[config.mk]
export PLATFORM = sky130hd
export DESIGN_NAME = epmp_dbg_ctrl
export DESIGN_NICKNAME = d
export VERILOG_FILES = /design/src/rtl/epmp_dbg_ctrl.sv
export SDC_FILE = /design/constraint.sdc
export NUM_CORES = 1
export LEC_CHECK = 0
export CORE_AREA = 2 2 64 66
export DETAILED_ROUTE_END_ITERATION = 7
export DIE_AREA = 0 0 66 68
export DONT_BUFFER_PORTS = 1
export GPL_ROUTABILITY_DRIVEN = 0
export PLACE_DENSITY = 0.49
export SLEW_MARGIN = 30
export SYNTH_ARGS = -nofsm -noshare
export SYNTH_HDL_FRONTEND = slang
export SYNTH_SLANG_ARGS = --single-unit
[constraint.sdc]
create_clock -name clk -period 4.65 [get_ports clk]
set_input_delay 0.465 -clock clk [delete_from_list [all_inputs] [get_ports clk]]
set_output_delay 0.465 -clock clk [all_outputs]
set_load 0.1 [all_outputs]
[src/rtl/epmp_dbg_ctrl.sv]
// epmp_dbg_ctrl: run/step/breakpoint controller sitting in front of the EPMP
// core debug inputs. Host commands select HALT/RUN/STEP_C/STEP_I; the block
// gates Debug_Run, stops at an optional PC breakpoint and counts run cycles.
// Optional feature macro: EPMP_DBG_BP_EN builds the breakpoint register,
// comparator and Bp_Hit; without it bp_match is 0 and Bp_Hit is tied low.
`timescale 1ns/1ps
module epmp_dbg_ctrl #(
  parameter logic [4:0] FETCH_STATE = 5'd0
) (
  input  logic        clk,
  input  logic        Reset,
  input  logic        Cmd_Valid,
  input  logic [2:0]  Cmd,
  input  logic [15:0] Cmd_Data,
  input  logic [15:0] Debug_PC,
  input  logic [4:0]  Debug_State,
  output logic        Debug_Run,
  output logic [1:0]  Debug_Mode,
  output logic        Halted,
  output logic        Bp_Hit,
  output logic        Cmd_Err,
  output logic [15:0] Cycle_Count
);

  typedef enum logic [1:0] {
    ST_HALT   = 2'b00,
    ST_RUN    = 2'b01,
    ST_STEP_C = 2'b10,
    ST_STEP_I = 2'b11
  } state_t;

  localparam logic [2:0] CMD_RUN     = 3'b001;
  localparam logic [2:0] CMD_HALT    = 3'b010;
  localparam logic [2:0] CMD_STEP_C  = 3'b011;
  localparam logic [2:0] CMD_STEP_I  = 3'b100;
  localparam logic [2:0] CMD_CLR_CNT = 3'b111;

  state_t      state_r;
  state_t      cmd_next_s;
  state_t      state_next_s;
  logic        first_r;
  logic        cmd_err_r;
  logic        err_next_s;
  logic [15:0] cycle_count_r;
  logic        boundary_s;
  logic        bp_match_s;
  logic        run_s;
  logic        clr_cnt_s;

  // first masks the fetch-state compare for one cycle after entering RUN/STEP_I
  assign boundary_s = (Debug_State == FETCH_STATE) & ~first_r;
  assign clr_cnt_s  = Cmd_Valid & (Cmd == CMD_CLR_CNT);

`ifdef EPMP_DBG_BP_EN
  localparam logic [2:0] CMD_SET_BP = 3'b101;
  localparam logic [2:0] CMD_CLR_BP = 3'b110;

  logic        bp_valid_r;
  logic [15:0] bp_addr_r;

  // Breakpoint register: SET_BP loads address and arms, CLR_BP disarms
  always_ff @(posedge clk) begin
    if (Reset) begin
      bp_valid_r <= 1'b0;
      bp_addr_r  <= 16'h0000;
    end else if (Cmd_Valid && (Cmd == CMD_SET_BP)) begin
      bp_valid_r <= 1'b1;
      bp_addr_r  <= Cmd_Data;
    end else if (Cmd_Valid && (Cmd == CMD_CLR_BP)) begin
      bp_valid_r <= 1'b0;
    end else begin
      bp_valid_r <= bp_valid_r;
      bp_addr_r  <= bp_addr_r;
    end
  end

  assign bp_match_s = bp_valid_r & boundary_s & (Debug_PC == bp_addr_r);
`else
  logic unused_bp_inputs_s;
  assign unused_bp_inputs_s = ^{Cmd_Data, Debug_PC};
  assign bp_match_s         = 1'b0;
`endif

  // Command decode: transitions out of HALT, HALT from anywhere, rejects
  always_comb begin
    cmd_next_s = state_r;
    err_next_s = 1'b0;
    if (Cmd_Valid) begin
      case (Cmd)
        CMD_RUN, CMD_STEP_C, CMD_STEP_I: begin
          if (state_r == ST_HALT) begin
            case (Cmd)
              CMD_RUN:    cmd_next_s = ST_RUN;
              CMD_STEP_C: cmd_next_s = ST_STEP_C;
              default:    cmd_next_s = ST_STEP_I;
            endcase
          end else begin
            err_next_s = 1'b1;
          end
        end
        CMD_HALT: cmd_next_s = ST_HALT;
        default:  cmd_next_s = state_r;
      endcase
    end else begin
      cmd_next_s = state_r;
    end
  end

  // Automatic exits to HALT override the command-driven next state
  always_comb begin
    state_next_s = cmd_next_s;
    case (state_r)
      ST_RUN: begin
        if (bp_match_s) state_next_s = ST_HALT;
        else            state_next_s = cmd_next_s;
      end
      ST_STEP_C: state_next_s = ST_HALT;
      ST_STEP_I: begin
        if (boundary_s) state_next_s = ST_HALT;
        else            state_next_s = cmd_next_s;
      end
      default: state_next_s = cmd_next_s;
    endcase
  end

  // Core advance enable per mode (zero-latency breakpoint stop)
  always_comb begin
    run_s = 1'b0;
    case (state_r)
      ST_RUN:    run_s = ~bp_match_s;
      ST_STEP_C: run_s = 1'b1;
      ST_STEP_I: run_s = ~boundary_s;
      default:   run_s = 1'b0;
    endcase
  end

  // FSM state, first flag and registered command-error pulse
  always_ff @(posedge clk) begin
    if (Reset) begin
      state_r   <= ST_HALT;
      first_r   <= 1'b0;
      cmd_err_r <= 1'b0;
    end else begin
      state_r   <= state_next_s;
      first_r   <= ((state_next_s == ST_RUN) || (state_next_s == ST_STEP_I)) &&
                   (state_next_s != state_r);
      cmd_err_r <= err_next_s;
    end
  end

  // Saturating run-cycle counter; CLR_CNT wins over an increment
  always_ff @(posedge clk) begin
    if (Reset || clr_cnt_s) begin
      cycle_count_r <= 16'h0000;
    end else if (run_s && (cycle_count_r != 16'hFFFF)) begin
      cycle_count_r <= cycle_count_r + 16'd1;
    end else begin
      cycle_count_r <= cycle_count_r;
    end
  end

  assign Debug_Run   = run_s & ~Reset;
  assign Bp_Hit      = bp_match_s & ((state_r == ST_RUN) | (state_r == ST_STEP_I)) & ~Reset;
  assign Debug_Mode  = state_r;
  assign Halted      = (state_r == ST_HALT);
  assign Cmd_Err     = cmd_err_r;
  assign Cycle_Count = cycle_count_r;

endmodule

==> out/results.ini, run 1 <==
[route]
detail_route.drc_violations=0
postRouteWirelength_mm=3.33
routed_wire_length_per_instance_um=16.1
drt-initial-drc-count=29
detail-route-antenna-nets=0
dr.pass1.iters=4
routed_via_density=5.90
vias=1221

[critical_path]
most_common_cell_type_on_the_critical_path=buf_4
reg2reg_from=Debug_Mode[0]$_SDFF_PP0_
crit_slowest_cell=a21o_1
cp_num_buf_inv=3
critical_path_class=flip-flop to output port
crit_chain=buf_4, inv_1, ha_2, nor3_1, a21o_1, nor2_2, buf_4
cp_data_required_time_ns=4.18
critical_path.endpoint_type=output port
worst_setup_path_endpoint=Debug_Run
critical_path_cell_count=7
critical_path.max_fanout=20
critPathArrivalTime_ns=2.52
worst_r2r_endpoint=Cycle_Count[14]$_SDFFE_PP0P_
timing.reg2reg.worst_path_depth=7
timing.critical_path.from_type=flip-flop
crit_path_max_incr_delay_ns=0.58
worst_path_top_cell_family_by_delay=buffers and inverters
reg2reg_slack_ns=2.24
launching_instance_or_port_of_the_critical_path=Debug_Mode[0]$_SDFF_PP0_

[synthesis]
asyncSetResetFlopFracSynth_pct=0
post_synthesis_net_count=199
synthesis.instances=151
synth.avg_cell_area_um2=8.44
yosys_warnings=0
synth.cell_area_um2=1270
synth-seq-cells=20
yosysSeqAreaShare_pct=31.4
dominantRegCellSynth=dfxtp_1
post_synth_num_cell_types=45
synth_edf_count=0

[global_routing]
global_route.overflow_total=0
grt_pass1_vias=1166
grt_antenna_before_repair=0
grt_first_pass_wirelength_mm=5.62
grt_start_max_net_pins=21
grt_use_total_pct=16.2

[finish]
finish.utilization_pct=37.6
final.fill_count=426
fin_nets=207
register_area_um2=410
layout.cells.most_common_list=dfxtp_1 (12), buf_4 (12), a21oi_1 (11), nand2_1 (10)
ant_diodes=0
multi_input_comb_area_um2=821
final_layout_size_suffix_gt1_share_pct=21.7
signed_area_change_from_the_synthesized_netlist_to_the_final_layout_pct=13.9

[power]
power_per_cell_area_nw_per_um2=243
peakVddDrop_mv=0.0958
p_leak_nw=0.517

[status]
result_of_the_run=finished clean

[placement]
portBuffers=0
place_hpwl_mm=2.51
place_ws_ns=1.86

[floorplan]
die_width_um=66
rows=23
start_util_pct=33.0
core_area_um2=3860
design.die.area_um2=4490
die_height_um=68
floorplan.io_pins=65

[timing]
worstMarginPinSlew_ns=0.932
min_period_over_period_pct=64.2
max-slew-margin-rel_pct=37.8
hold_viol_final=0
grt_setup_unrepaired=false
final_max_slew_viol_count=0
finalSetupTns_ns=0
setup-violations-final=0
finalHoldWorstSlack_ns=0.274
finalCriticalPeriod_ns=2.98
layout_setup_ws_ns=1.67
clock_skew_ns=0.00237
max_freq_ghz=0.335

[clocking]
cts_hold_buf=0
cts.sink_count=20
worst_setup_hold_path_clk_slew_ns=0.07
ctsHtreeMaxLevel=1
post_cts_resized=0
tritoncts.num_buffers=3
cts-root-buf=clkbuf_8
cts_setup_buffers=0
cts_tree=built
clock_latency_ns=0.26
clockBufferDepth=2

[flow_run]
max_cap_viol_count=0

[min_path]
hold_path.class=input pin to flip-flop
hp-start=Reset

sequential cells by signal, indices dropped and copies added, names as in the netlist:
register     flops
Cmd_Err          1
Cycle_Count     16
Debug_Mode       2
first_r          1
logic make-up (layout without fill, tap and decap cells):
family	count (synthesis)	in the layout	synth area share [%]
simple gates	63	63	30.7
compound gates	40	40	22.5
xor+xnor	2	2	1.38
buf+inv	16	22	5.60
mux	4	4	3.14
fa+ha+maj	5	5	4.91
flops	20	20	31.4
other cells	1	1	0.294
worst reg2reg max path, cell delays in order (launching register included):
cell and delay, ns:
dfxtp_1 0.31, buf_4 0.31, inv_1 0.14, ha_2 0.30
nor3_1 0.31, a21o_1 0.58, nor4_1 0.18, mux2i_1 0.16
worst min-delay path by stage:
stage                                        endpoint  cells after the start
after global routing               Cmd_Err$_SDFF_PP0_                      1
after global placement    Cycle_Count[8]$_SDFFE_PP0P_                      2
after CTS                          Cmd_Err$_SDFF_PP0_                      1
after detailed placement  Cycle_Count[8]$_SDFFE_PP0P_                      2
final                              Cmd_Err$_SDFF_PP0_                      1
after floorplan                    Cmd_Err$_SDFF_PP0_                      1
area by class of cell:
type	instances	share of cell area (%)
inverters	7	1.81
well taps	50	4.31
clock buffers	3	2.84
multi-input cells	115	56.6
repair buffers	12	6.21
flip-flops and latches	20	28.3
metrics by stage:
| stage | cells | cell area [um^2] | power (mW) |
|---|---|---|---|
| after global routing | 207 | 1450 | 0.370 |
| after detailed placement | 204 | 1390 | 0.241 |
| final | 207 | 1450 | 0.353 |
| after floorplan | 151 | 1270 | 0.234 |
| after CTS | 207 | 1440 | 0.357 |
| after global placement | 204 | 1380 | 0.239 |
routing by layer:
layer  global-route usage, %  part of all wire, %  vias to the layer above
li1                        -                    -                      604
met1                    19.9                   43                      587
met2                    28.8                   50                       26
met3                    2.96                  5.7                        4
met4                    5.36                 0.81                        0
met5                       0                    0                        -
where the power goes:
part           internal (mW)  switching, mW  leakage (nW)
Clock                 0.0578         0.0584        0.0216
Combinational         0.0146         0.0467         0.330
Sequential             0.174        0.00202         0.166
synthesized netlist by cell type, drive strengths merged (4+ instances only):
master   n  area [um^2]
nor4     8         62.6
inv      7         26.3
ha       5         62.6
mux2i    4         40.0
o41ai    4         35.0
nand4    9         68.8
dfxtp   20          400
buf      4         25.0
nor2     5         18.8
a21oi   11         55.1
or4      5         37.5
nand3    8         40.0
o31ai    4         30.0
clkbuf   5         20.0
nand2   10         37.5
and3     4         25.0
a31oi    4         25.0
Power figures use the tool's default switching activity.
==> inputs of run 2 (changes only) <==
clock period = 3.1 ns   (was 4.65 ns; I/O delays follow)
==> run 2 against run 1 <==
  * Wire length shrank 2.4%
  * Critical path depth shrank 2
  * Highest routed layer unchanged
  * Critical path type unchanged
  * Clock skew is essentially flat
  * Clock-buffer cell count grew 1
  * Sequential share of layout area shrank 1.8 points
==> out/results.ini, run 2 (synthesis gave the netlist of run 1 again) <==
[critical_path]
crit_slowest_cell=nor2_4
critical_path_class=flip-flop to output port
critical_path.endpoint_type=output port
worst_path_top_cell_family_by_delay=simple AND/OR/NAND/NOR gates
critPathArrivalTime_ns=2.28
cp_data_required_time_ns=2.79
cp_num_buf_inv=1
critical_path.max_fanout=20
crit_path_max_incr_delay_ns=0.58
timing.critical_path.from_type=flip-flop
crit_chain=buf_4, ha_1, o21bai_1, a21o_1, nor2_4

[timing]
clock_skew_ns=0.00268
finalCriticalPeriod_ns=2.59
max_freq_ghz=0.387
setup-violations-final=0
max-slew-margin-rel_pct=37.8
finalHoldWorstSlack_ns=0.117
finalSetupTns_ns=0
grt_setup_unrepaired=false
final_max_slew_viol_count=0
worstMarginPinSlew_ns=0.932
hold_viol_final=0
min_period_over_period_pct=83.5

[global_routing]
grt.met1_usage_pct=19.5
grt_first_pass_wirelength_mm=5.57
grt_use_total_pct=15.9
grt_start_max_net_pins=21
global_route.overflow_total=0
grt_antenna_before_repair=0
grt.busiest_layer=met2
grt_pass1_vias=1245
globalRouteMet3Util_pct=2.47
grt_use_met2_pct=27.9

[floorplan]
floorplan.io_pins=65
rows=23
design.die.area_um2=4490
die_width_um=66
core_area_um2=3860
start_util_pct=33.0
die_height_um=68

[flow_run]
max_cap_viol_count=0

[clocking]
cts_setup_buffers=0
clockBufferDepth=2
post_cts_resized=0
cts_hold_buf=0
ctsHtreeMaxLevel=1
worst_setup_hold_path_clk_slew_ns=0.08
cts.sink_count=20
clock_latency_ns=0.26
cts_tree=built
tritoncts.num_buffers=3
cts-root-buf=clkbuf_8

[route]
routed_wire_length_per_instance_um=15.0
routed_via_density=5.79
drt-initial-drc-count=77
postRouteWirelength_mm=3.25
vias=1257
detail_route.drc_violations=0
dr.pass1.iters=4
detail-route-antenna-nets=0

[placement]
portBuffers=0
dpl-instance-area_um2=1460
dp_cells=213
place_hpwl_mm=2.45

[finish]
fin_nets=216
instances_no_fill=217
signed_area_change_from_the_synthesized_netlist_to_the_final_layout_pct=18.7
final.fill_count=418
leading_cell_type_in_the_layout_fill_and_taps_excluded=buf_4
number_of_flip_flops_under_the_largest_register_name=16
finish.instance_area_um2=1510
ant_diodes=0
final_layout_size_suffix_gt1_share_pct=19.8
layout.cells.most_common_list=buf_4 (21), dfxtp_1 (20), a21oi_1 (11), nand2_1 (10), nand3_1 (8)

[power]
power.switching_mw=0.164
power_frac_clock_pct=36.4
p_leak_nw=0.568
peakVddDrop_mv=0.197
p_int_mw=0.396
proportion_of_power_drawn_by_combinational_gates_pct=16.4
share_seq_of_total_power_pct=47.2
netSwitchingFraction_pct=29.3
power_per_cell_area_nw_per_um2=370
tot_pwr_mw=0.560

[status]
result_of_the_run=finished clean

[min_path]
hold_path.class=input pin to flip-flop

run 2: cell type report:
class	count	area, um^2	area share (%)
timing repair buffer	21	158	10.4
sequential	20	400	26.5
multi-input combinational	115	810	53.6
inverter	7	26.3	1.74
clock buffer	4	55.1	3.64
tap	50	62.6	4.14
run 2: path summary, 6_finish.rpt:
kind / start / depth (start not counted) / end / slack [ns]
max: Debug_Mode[0]$_SDFF_PP0_ / 5 / Debug_Run / 0.51
min: Reset / 1 / Cmd_Err$_SDFF_PP0_ / 0.12
max reg2reg: Debug_Mode[0]$_SDFF_PP0_ / 6 / Cycle_Count[10]$_SDFFE_PP0P_ / 0.86
min reg2reg: Cycle_Count[10]$_SDFFE_PP0P_ / 2 / Cycle_Count[10]$_SDFFE_PP0P_ / 0.51
run 2: power by group through the flow:
stage | sequential [mW] | clock [mW] | combinational [mW]
global placement | 0.270 | 0 | 0.0908
global route | 0.265 | 0.221 | 0.0988
finish | 0.264 | 0.204 | 0.0918
detailed placement | 0.271 | 0 | 0.0924
floorplan | 0.289 | 0 | 0.0622
CTS | 0.265 | 0.208 | 0.0928
run 2: layer usage:
metal	up-vias	wire, um	share of wire (%)
li1	621	-	-
met1	601	1390	43
met2	33	1670	51
met3	2	163	5.0
met4	0	19	0.58
met5	-	0	0
run 2: worst register-to-register path, cell delays in order (launching register included):
cell,delay [ns]
dfxtp_1,0.33
buf_4,0.31
ha_1,0.26
o21bai_1,0.13
a21o_1,0.40
or4_1,0.59
a21oi_1,0.14
run 2: through the flow:
stage | util, % | setup WS, ns
4_1_cts | 39.2 | 0.483
2_1_floorplan | - | 0.180
3_3_place_gp | 37.8 | 0.801
3_5_place_dp | 37.8 | 0.791
6_report | 39.2 | 0.513
5_1_grt | 39.2 | 0.364
